$ cat src/rtl/fp_normalize_round.sv
// Post-adder normalize/round/pack stage for single-precision add/sub.
// Stage 1 normalizes the raw sum, stage 2 rounds to nearest-even and packs the IEEE word.
module fp_normalize_round #(
  parameter int unsigned EXP_W  = 8,
  parameter int unsigned FRAC_W = 23,
  parameter int unsigned EW     = EXP_W + 2
) (
  input  logic                    clk,
  input  logic                    rst_n,
  input  logic                    in_valid,
  output logic                    in_ready,
  input  logic                    in_sign,
  input  logic [EW-1:0]           in_exp,
  input  logic [FRAC_W+4:0]       in_mant,
  input  logic                    in_zero,
  input  logic                    in_inf,
  input  logic                    in_nan,
  output logic                    out_valid,
  input  logic                    out_ready,
  output logic [EXP_W+FRAC_W:0]   out_result,
  output logic                    out_overflow,
  output logic                    out_underflow,
  output logic                    out_inexact
);

  localparam int unsigned MW    = FRAC_W + 5;
  localparam int unsigned NW    = FRAC_W + 4;
  localparam int unsigned SW    = FRAC_W + 1;
  localparam int unsigned RSW   = SW + 1;
  localparam int unsigned LZW   = $clog2(SW + 1);
  localparam int unsigned FWM1  = FRAC_W - 1;
  localparam int unsigned MAGW  = EXP_W + FRAC_W;
  localparam logic signed [EW-1:0] EXP_MAX  = EW'((1 << EXP_W) - 1);
  localparam logic signed [EW-1:0] EXP_ZERO = '0;

  logic                   s1_valid_q, s1_valid_d;
  logic                   s1_sign_q, s1_sign_d;
  logic signed [EW-1:0]   s1_exp_q, s1_exp_d;
  logic [NW-1:0]          s1_mant_q, s1_mant_d;
  logic                   s1_zero_q, s1_zero_d;
  logic                   s1_inf_q, s1_inf_d;
  logic                   s1_nan_q, s1_nan_d;

  logic                   out_valid_q, out_valid_d;
  logic [MAGW:0]          out_result_q, out_result_d;
  logic                   out_ovf_q, out_ovf_d;
  logic                   out_unf_q, out_unf_d;
  logic                   out_inx_q, out_inx_d;

  logic                   s1_adv;
  logic [LZW-1:0]         lzc;
  logic                   rnd_inc;
  logic [RSW-1:0]         rsum;
  logic signed [EW-1:0]   rexp;
  logic [FRAC_W-1:0]      rfrac;
  logic                   grs_nz;

  // Stage 2 drains whenever it is empty or being consumed; stage 1 then refills.
  assign s1_adv   = !out_valid_q || out_ready;
  assign in_ready = !s1_valid_q || s1_adv;

  // Leading-zero count over hidden+fraction; the last hit walking upward is the MSB.
  always_comb begin
    lzc = LZW'(SW);
    for (int i = 0; i < SW; i++) begin
      if (in_mant[i+3]) lzc = LZW'(SW - 1 - i);
    end
  end

  // Stage 1: normalize right on carry, otherwise left by the leading-zero count.
  always_comb begin
    s1_valid_d = s1_valid_q;
    s1_sign_d  = s1_sign_q;
    s1_exp_d   = s1_exp_q;
    s1_mant_d  = s1_mant_q;
    s1_zero_d  = s1_zero_q;
    s1_inf_d   = s1_inf_q;
    s1_nan_d   = s1_nan_q;
    if (in_ready) s1_valid_d = in_valid;
    if (in_ready && in_valid) begin
      s1_sign_d = in_sign;
      s1_nan_d  = in_nan;
      s1_inf_d  = in_inf;
      s1_zero_d = in_zero || (in_mant == '0);
      if (in_mant[MW-1]) begin
        s1_mant_d = {in_mant[MW-1:2], in_mant[1] | in_mant[0]};
        s1_exp_d  = in_exp + EW'(1);
      end else begin
        s1_mant_d = in_mant[NW-1:0] << lzc;
        s1_exp_d  = in_exp - EW'(lzc);
      end
    end
  end

  // Round to nearest-even; a rounding carry renormalizes by one place.
  always_comb begin
    grs_nz  = |s1_mant_q[2:0];
    rnd_inc = s1_mant_q[2] & (s1_mant_q[1] | s1_mant_q[0] | s1_mant_q[3]);
    rsum    = {1'b0, s1_mant_q[NW-1:3]} + RSW'(rnd_inc);
    rexp    = s1_exp_q + EW'(rsum[SW]);
    rfrac   = rsum[SW] ? rsum[SW-1:1] : rsum[SW-2:0];
  end

  // Stage 2: special-case priority, then overflow/underflow, then normal pack.
  always_comb begin
    out_valid_d  = out_valid_q;
    out_result_d = out_result_q;
    out_ovf_d    = out_ovf_q;
    out_unf_d    = out_unf_q;
    out_inx_d    = out_inx_q;
    if (s1_adv) begin
      out_valid_d = s1_valid_q;
      if (s1_valid_q) begin
        out_ovf_d = 1'b0;
        out_unf_d = 1'b0;
        out_inx_d = 1'b0;
        if (s1_nan_q) begin
          out_result_d = {1'b0, {EXP_W{1'b1}}, 1'b1, {FWM1{1'b0}}};
        end else if (s1_inf_q) begin
          out_result_d = {s1_sign_q, {EXP_W{1'b1}}, {FRAC_W{1'b0}}};
        end else if (s1_zero_q) begin
          out_result_d = {s1_sign_q, {MAGW{1'b0}}};
        end else if (rexp >= EXP_MAX) begin
          out_result_d = {s1_sign_q, {EXP_W{1'b1}}, {FRAC_W{1'b0}}};
          out_ovf_d    = 1'b1;
          out_inx_d    = 1'b1;
        end else if (rexp <= EXP_ZERO) begin
          out_result_d = {s1_sign_q, {MAGW{1'b0}}};
          out_unf_d    = 1'b1;
          out_inx_d    = 1'b1;
        end else begin
          out_result_d = {s1_sign_q, rexp[EXP_W-1:0], rfrac};
          out_inx_d    = grs_nz;
        end
      end
    end
  end

  always_ff @(posedge clk) begin
    if (!rst_n) begin
      s1_valid_q   <= 1'b0;
      s1_sign_q    <= 1'b0;
      s1_exp_q     <= '0;
      s1_mant_q    <= '0;
      s1_zero_q    <= 1'b0;
      s1_inf_q     <= 1'b0;
      s1_nan_q     <= 1'b0;
      out_valid_q  <= 1'b0;
      out_result_q <= '0;
      out_ovf_q    <= 1'b0;
      out_unf_q    <= 1'b0;
      out_inx_q    <= 1'b0;
    end else begin
      s1_valid_q   <= s1_valid_d;
      s1_sign_q    <= s1_sign_d;
      s1_exp_q     <= s1_exp_d;
      s1_mant_q    <= s1_mant_d;
      s1_zero_q    <= s1_zero_d;
      s1_inf_q     <= s1_inf_d;
      s1_nan_q     <= s1_nan_d;
      out_valid_q  <= out_valid_d;
      out_result_q <= out_result_d;
      out_ovf_q    <= out_ovf_d;
      out_unf_q    <= out_unf_d;
      out_inx_q    <= out_inx_d;
    end
  end

  assign out_valid     = out_valid_q;
  assign out_result    = out_result_q;
  assign out_overflow  = out_ovf_q;
  assign out_underflow = out_unf_q;
  assign out_inexact   = out_inx_q;

endmodule

$ cat config.mk
export PLATFORM = sky130hd
export DESIGN_NAME = fp_normalize_round
export DESIGN_NICKNAME = d
export VERILOG_FILES = /design/src/rtl/fp_normalize_round.sv
export SDC_FILE = /design/constraint.sdc
export NUM_CORES = 1
export LEC_CHECK = 0
export ABC_AREA = 1
export CORE_MARGIN = 8
export CORE_UTILIZATION = 62
export CTS_BUF_LIST = sky130_fd_sc_hd__clkbuf_4 sky130_fd_sc_hd__clkbuf_8
export CTS_CLUSTER_SIZE = 16
export DETAILED_ROUTE_END_ITERATION = 12
export GPL_ROUTABILITY_DRIVEN = 0
export HOLD_SLACK_MARGIN = 0.1
export PLACE_DENSITY = 0.93
export RECOVER_POWER = 25
export SYNTH_ARGS = -nofsm -noshare
export SYNTH_HDL_FRONTEND = slang
export SYNTH_SLANG_ARGS = --single-unit
$ cat constraint.sdc
create_clock -name clk -period 11.43 [get_ports clk]
set_clock_uncertainty 0.2 [all_clocks]
set_input_delay 2.286 -clock clk [delete_from_list [all_inputs] [get_ports clk]]
set_output_delay 2.286 -clock clk [all_outputs]
set_load 0.01 [all_outputs]
==> flow_metrics.tcl, run 1 <==
set metrics [dict create \
    vdd_drop_max_v 0.0000596 \
    start_util 0.625 \
    clock_path_buffers 2 \
    reg2reg_depth 28 \
    fin_setup_tns_ns 0 \
    cts_tree "yes" \
    mostFrequentLayoutCell "nand2_1" \
    drtAntennaViolNets 0 \
    crit_required_ns 11.47 \
    avgSynthCellArea_sq_um 6.20 \
    slew_headroom 0.0866 \
    hold_violations 0 \
    post-place-ws_ns 4.18 \
    grt_setup_unrepaired "false" \
    min_from "out_result[19]$_SDFFE_PN0P_" \
    areaGrowthSynthToFinish_pct 16.7 \
    post_cts_buffers 0 \
    grt_pass1_wl_microns 28600 \
    grt_pass1_vias 6193 \
    layout_common_cells "nand2_1 (215), nand3_1 (137), a21oi_1 (107)" \
    synth_seq_cells 78 \
    switching_power_uw 245 \
    antenna_found_initial 0 \
    busiest_layer "met2" \
    wl_microns 17200 \
    cts_root_buf "clkbuf_8" \
    synthCells 963 \
    use_met3 0.0432 \
    min_path_type "reg -> reg" \
    pwr-share-comb 0.296 \
    num_io_pins 83 \
    yosysUniqueCellTypes 47 \
    synth-seq-area-share 0.262 \
    drive_above_1_share 0.0589 \
    p_int_uw 484 \
    antenna_cells 0 \
    hold_path_depth 2 \
    wl_per_cell_microns 15.0 \
    critPathLaunchType "input port" \
    worstSetupPathType "in -> reg" \
    syn_nets 1024 \
    holdPathEnd "out_result[19]$_SDFFE_PN0P_" \
    layout_min_cycle_time_ns 6.99 \
    crit_fanout 28 \
    setup_slack_ns 4.44 \
    p_leak_nw 3.18 \
    p_sw_frac 0.336 \
    setup_viol 0 \
    dr.pass1.iters 6 \
    cts_sinks 78 \
    grtUsageMet1 0.332 \
    cts_made_buffers 9 \
    fin_crit_sh 0.611 \
    power.density_mw_per_mm2 105 \
    yosys_warnings 0 \
    arrival_ns 7.03 \
    layout.nets 1074 \
    synthesis.area_sq_mm 0.00597 \
    dieArea_sq_mm 0.0130 \
    ctsHoldBuffers 0 \
    p_seq_frac 0.419 \
    insertion_delay_ns 0.35 \
    portBuffers 82 \
    rr_startpoint "s1_mant_q[2]$_SDFFE_PN0P_" \
    cap_viol_max_count 0 \
    power.share.clock 0.285 \
    finalMaxSlewViolations 0 \
    cts.htree.levels 3 \
    route.detailed.drc 0 \
    grt_util_all_layers 0.265 \
    rows 36 \
    r2r-end "out_result[16]$_SDFFE_PN0P_" \
    dp.final_hpwl_microns 12900 \
    met2_usage 0.441 \
    fp.dieH_microns 114 \
    drtIter0Drc 923 \
    status "completed" \
    startpoint "in_mant[9]" \
    worst_pin_slew_ns 1.37 \
    core-area_sq_mm 0.00955 \
    regToRegSetupSlack_ns 5.91 \
    timing.fmax_mhz 143 \
    clkTransAtPathRegs_ns 0.08 \
    gr-total-overflow 0 \
    post_cts_resized 0 \
    viasPerCell 5.93 \
    die_w_microns 114 \
    grt_max_degree 47 \
    worstSetupEndpointType "flop" \
    vias 6823 \
]
-- Yosys cell counts, drive strengths merged --
cell     count  share of area
and2         1         0.0013
nand2      225           0.15
buf         18          0.020
nand3      142           0.12
nand4       21          0.022
a211oi      10          0.013
o31ai        2         0.0034
o211ai       3         0.0038
nand3b       3         0.0038
xor2        24          0.035
a211o        1         0.0015
dfxtp       78           0.26
a21oi      112          0.097
nor2        71          0.048
a22oi        1         0.0013
o21ai       68          0.057
or2          1         0.0010
nor3        16          0.017
inv         97          0.061
a2bb2oi      1         0.0015
nor4         6         0.0088
clkinv       3         0.0019
and3         4         0.0042
a41oi        1         0.0015
a31o         1         0.0015
ha          14          0.029
a31oi        4         0.0042
clkbuf      30          0.019
xnor2        4         0.0059
fa           1         0.0034
-- worst max-delay path: stages --
cell and delay [ns]:
clkdlybuf4s50_1 0.51, nor4_1 0.29, inv_1 0.08, a21oi_1 0.17, o211ai_1 0.12, a21oi_2 0.95, inv_2 0.49, nand2_1 0.17
nor2_1 0.05, ha_1 0.30, inv_1 0.05, nor2_1 0.03, ha_1 0.35, nand2_1 0.06, o21ai_0 0.29, nand3_1 0.13
nand2_1 0.11, a21oi_1 0.07, nor2_1 0.11, nor2_1 0.06, xor2_1 0.13, o21ai_0 0.14, inv_1 0.06
-- layer usage --
metal	wire length (microns)	share of wire
met5	0	0
met2	7970	0.46
met4	635	0.037
met3	1480	0.086
met1	7120	0.41
-- state kept, by name (all words and copies together) (netlist names) --
name,flops
s1_sign_q,1
out_overflow,1
out_inexact,1
s1_zero_q,1
s1_nan_q,1
out_underflow,1
out_valid,1
out_result,32
s1_inf_q,1
s1_mant_q,27
s1_valid_q,1
s1_exp_q,10
-- final cells by class --
class | instances | area, sq um
clock inverter | 4 | 45.0
fill | 793 | 2580
inverter | 100 | 375
timing repair buffer | 87 | 858
clock buffer | 12 | 159
multi-input combinational | 737 | 3800
tap | 133 | 166
sequential | 78 | 1560
-- metrics by stage --
stage	hold WS [ns]	util	std cells	area, sq um	power (mW)
6_report	0.262	0.729	1151	6970	0.729
5_1_grt	0.283	0.729	1151	6970	0.767
4_1_cts	0.268	0.729	1151	6970	0.725
3_5_place_dp	0.257	0.708	1135	6760	0.520
3_3_place_gp	0.251	0.708	1135	6760	0.516
2_1_floorplan	0.254	-	963	5970	0.456
-- kinds of logic (layout without fill, tap and decap cells) --
group / Yosys count / after routing / share of synthesized area
adders and majority gates: 15 / 15 / 0.0327
AOI/OAI and AO/OA: 204 / 204 / 0.185
buffers and inverters: 148 / 203 / 0.102
xor gates and xnor gates: 28 / 28 / 0.0411
DFF: 78 / 78 / 0.262
and+or+nand+nor: 490 / 490 / 0.378
-- power groups by stage --
stage	registers, mW	logic [mW]	clock network, mW
after floorplan	0.309	0.147	0
after global placement	0.310	0.206	0
after detailed placement	0.311	0.209	0
after CTS	0.305	0.211	0.208
after global routing	0.308	0.240	0.220
final	0.305	0.216	0.208
-- worst max-delay path by stage --
stage	to	slack, ns	depth (start not counted)
6_report	s1_exp_q[9]$_SDFFE_PN0P_	4.44	23
3_3_place_gp	s1_exp_q[9]$_SDFFE_PN0P_	4.36	23
3_5_place_dp	s1_exp_q[9]$_SDFFE_PN0P_	4.18	23
4_1_cts	s1_exp_q[9]$_SDFFE_PN0P_	4.56	23
5_1_grt	s1_exp_q[9]$_SDFFE_PN0P_	3.91	23
2_1_floorplan	s1_exp_q[8]$_SDFFE_PN0P_	5.65	40
Power figures use the tool's default switching activity.
==> run 2, diff against run 1 <==
--- a/config.mk
+++ b/config.mk
@@ -7,13 +7,13 @@
 export LEC_CHECK = 0
 export ABC_AREA = 1
 export CORE_MARGIN = 8
-export CORE_UTILIZATION = 62
+export CORE_UTILIZATION = 52
 export CTS_BUF_LIST = sky130_fd_sc_hd__clkbuf_4 sky130_fd_sc_hd__clkbuf_8
 export CTS_CLUSTER_SIZE = 16
 export DETAILED_ROUTE_END_ITERATION = 12
 export GPL_ROUTABILITY_DRIVEN = 0
 export HOLD_SLACK_MARGIN = 0.1
-export PLACE_DENSITY = 0.93
+export PLACE_DENSITY = 0.83
 export RECOVER_POWER = 25
 export SYNTH_ARGS = -nofsm -noshare
 export SYNTH_HDL_FRONTEND = slang
==> constraint.sdc (replaced) <==
create_clock -name clk -period 6.31 [get_ports clk]
set_clock_uncertainty 0.2 [all_clocks]
set_input_delay 1.262 -clock clk [delete_from_list [all_inputs] [get_ports clk]]
set_output_delay 1.262 -clock clk [all_outputs]
set_load 0.01 [all_outputs]
==> run 2 against run 1 <==
  * Critical endpoint is now s1_exp_q[8]$_SDFFE_PN0P_
  * Wire length is 0.62% higher
  * Non-clock buffer count is 6 higher
  * Worst hold slack worse by 0.0020 ns
  * First-iteration DRC count is 4.8% lower
  * Flip-flop and latch count stayed put
  * Register-to-register slack worse by 5.0 ns
==> flow_metrics.tcl, run 2 (synthesized netlist as in run 1, its figures left out) <==
set metrics [dict create \
    finalMaxSlewViolations 0 \
    critPathLaunchType "input port" \
    p_seq_frac 0.437 \
    fill_cells 1111 \
    cts_root_buf "clkbuf_8" \
    clock_path_buffers 2 \
    cpMostUsedCell "nand2_1" \
    mostFrequentLayoutCell "nand2_1" \
    placed_area_sq_mm 0.00682 \
    switching_power_uw 435 \
    cts_made_buffers 9 \
    fin_area_sq_mm 0.00698 \
    route.detailed.drc 0 \
    portBuffers 82 \
    arrival_ns 5.48 \
    viasPerCell 5.74 \
    power.share.clock 0.254 \
    critPathTopFamily "simple AND/OR/NAND/NOR gates" \
    cts_tree "yes" \
    whs_ns 0.261 \
    wl_microns 17300 \
    grt_max_degree 47 \
    status "completed" \
    areaGrowthSynthToFinish_pct 17.0 \
    grt_pass1_vias 5931 \
    pwr-share-comb 0.309 \
    core-area_sq_mm 0.0113 \
    slew_headroom 0.325 \
    grt_setup_unrepaired "false" \
    grt_pass1_wl_microns 28100 \
    drtIter0Drc 879 \
    p_int_uw 830 \
    start_util 0.527 \
    crit_fanout 25 \
    clkTransAtPathRegs_ns 0.07 \
    worstSetupPathType "in -> reg" \
    critical_path.slowest_cell "clkdlybuf4s50_1" \
    cts.htree.levels 3 \
    worst_pin_slew_ns 1.01 \
    antenna_cells 0 \
    fin_setup_tns_ns 0 \
    utilization 0.617 \
    drtAntennaViolNets 0 \
    wl_per_cell_microns 14.9 \
    p_leak_nw 3.20 \
    power.density_mw_per_mm2 181 \
    dr.pass1.iters 6 \
    rows 39 \
    grt_util_all_layers 0.227 \
    die_w_microns 123 \
    max_stage_delay_ns 0.53 \
    setup_viol 0 \
    hold_violations 0 \
    ff_latch_area_sq_mm 0.00156 \
    worstSetupEndpointType "flop" \
    post_cts_resized 0 \
    antenna_found_initial 0 \
    multi_input_area_sq_mm 0.00380 \
    num_io_pins 83 \
    path_buf_inv 6 \
    fin_crit_sh 0.860 \
    cts_sinks 78 \
    vdd_drop_max_v 0.000159 \
    largest_reg_flops 32 \
    vias 6683 \
    cap_viol_max_count 0 \
    post_cts_buffers 0 \
    timing.fmax_mhz 184 \
    layout_min_cycle_time_ns 5.42 \
    dieArea_sq_mm 0.0152 \
    min_path_type "reg -> reg" \
    p_sw_frac 0.344 \
    ctsHoldBuffers 0 \
    insertion_delay_ns 0.36 \
    layout.nets 1080 \
    drive_above_1_share 0.0636 \
    crit_required_ns 6.36 \
    fp.dieH_microns 123 \
    gr-total-overflow 0 \
    dp.final_hpwl_microns 12900 \
    layout_common_cells "nand2_1 (215), nand3_1 (137), a21oi_1 (107)" \
]
run 2: changes by cell type in the layout (fill, tap and decap cells not counted), sizes merged:
cell / delta
clkdlybuf4s50: -1
buf: +6
bufinv: -1
dlygate4sd3: +1
clkinv: -1
run 2: through the flow:
step                      std cells  total power [mW]  setup slack [ns]
after floorplan                 963             0.825              1.56
after global placement         1151             0.943             0.716
after detailed placement       1151             0.948             0.571
after CTS                      1165              1.27             0.948
after global routing           1165              1.34             0.387
final                          1165              1.27             0.885
run 2: worst paths after layout:
| check | to | cells past startpoint | slack, ns | startpoint |
|---|---|---|---|---|
| worst max register to register | out_result[10]$_SDFFE_PN0P_ | 28 | 0.96 | s1_mant_q[2]$_SDFFE_PN0P_ |
| worst min-delay path | out_result[21]$_SDFFE_PN0P_ | 2 | 0.26 | out_result[21]$_SDFFE_PN0P_ |
| worst min register to register | out_result[21]$_SDFFE_PN0P_ | 2 | 0.26 | out_result[21]$_SDFFE_PN0P_ |
| worst max-delay path | s1_exp_q[8]$_SDFFE_PN0P_ | 40 | 0.89 | in_mant[5] |
run 2: power groups by stage:
stage                     Sequential [mW]  Combinational, mW  Clock [mW]
final                               0.553              0.391       0.321
after global routing                0.557              0.434       0.349
after CTS                           0.552              0.387       0.327
after detailed placement            0.563              0.385           0
after global placement              0.562              0.381           0
after floorplan                     0.559              0.266           0
run 2: area by class of cell:
type	count	area share
repair buffers	93	0.129
multi-input cells	737	0.544
flip-flops and latches	78	0.224
inverters	100	0.0538
well taps	143	0.0256
clock buffers	12	0.0219
clock inverters	2	0.00143
run 2: worst reg2reg max path, delay by kind of cell (launching register included):
kind	cells	cell delay (ns)
buf+inv	4	0.63
fa+ha+maj	2	0.44
compound gates	4	0.60
simple gates	17	2.62
flops	1	0.40
xor+xnor	1	0.38
run 2: routing by layer:
| metal | part of all wire | up-vias | global-route usage |
|---|---|---|---|
| met4 | 0.025 | 0 | 0.0910 |
| met1 | 0.44 | 2964 | 0.305 |
| met2 | 0.45 | 324 | 0.356 |
| met3 | 0.082 | 42 | 0.0356 |
| met5 | 0 | - | 0 |
| li1 | - | 3353 | - |
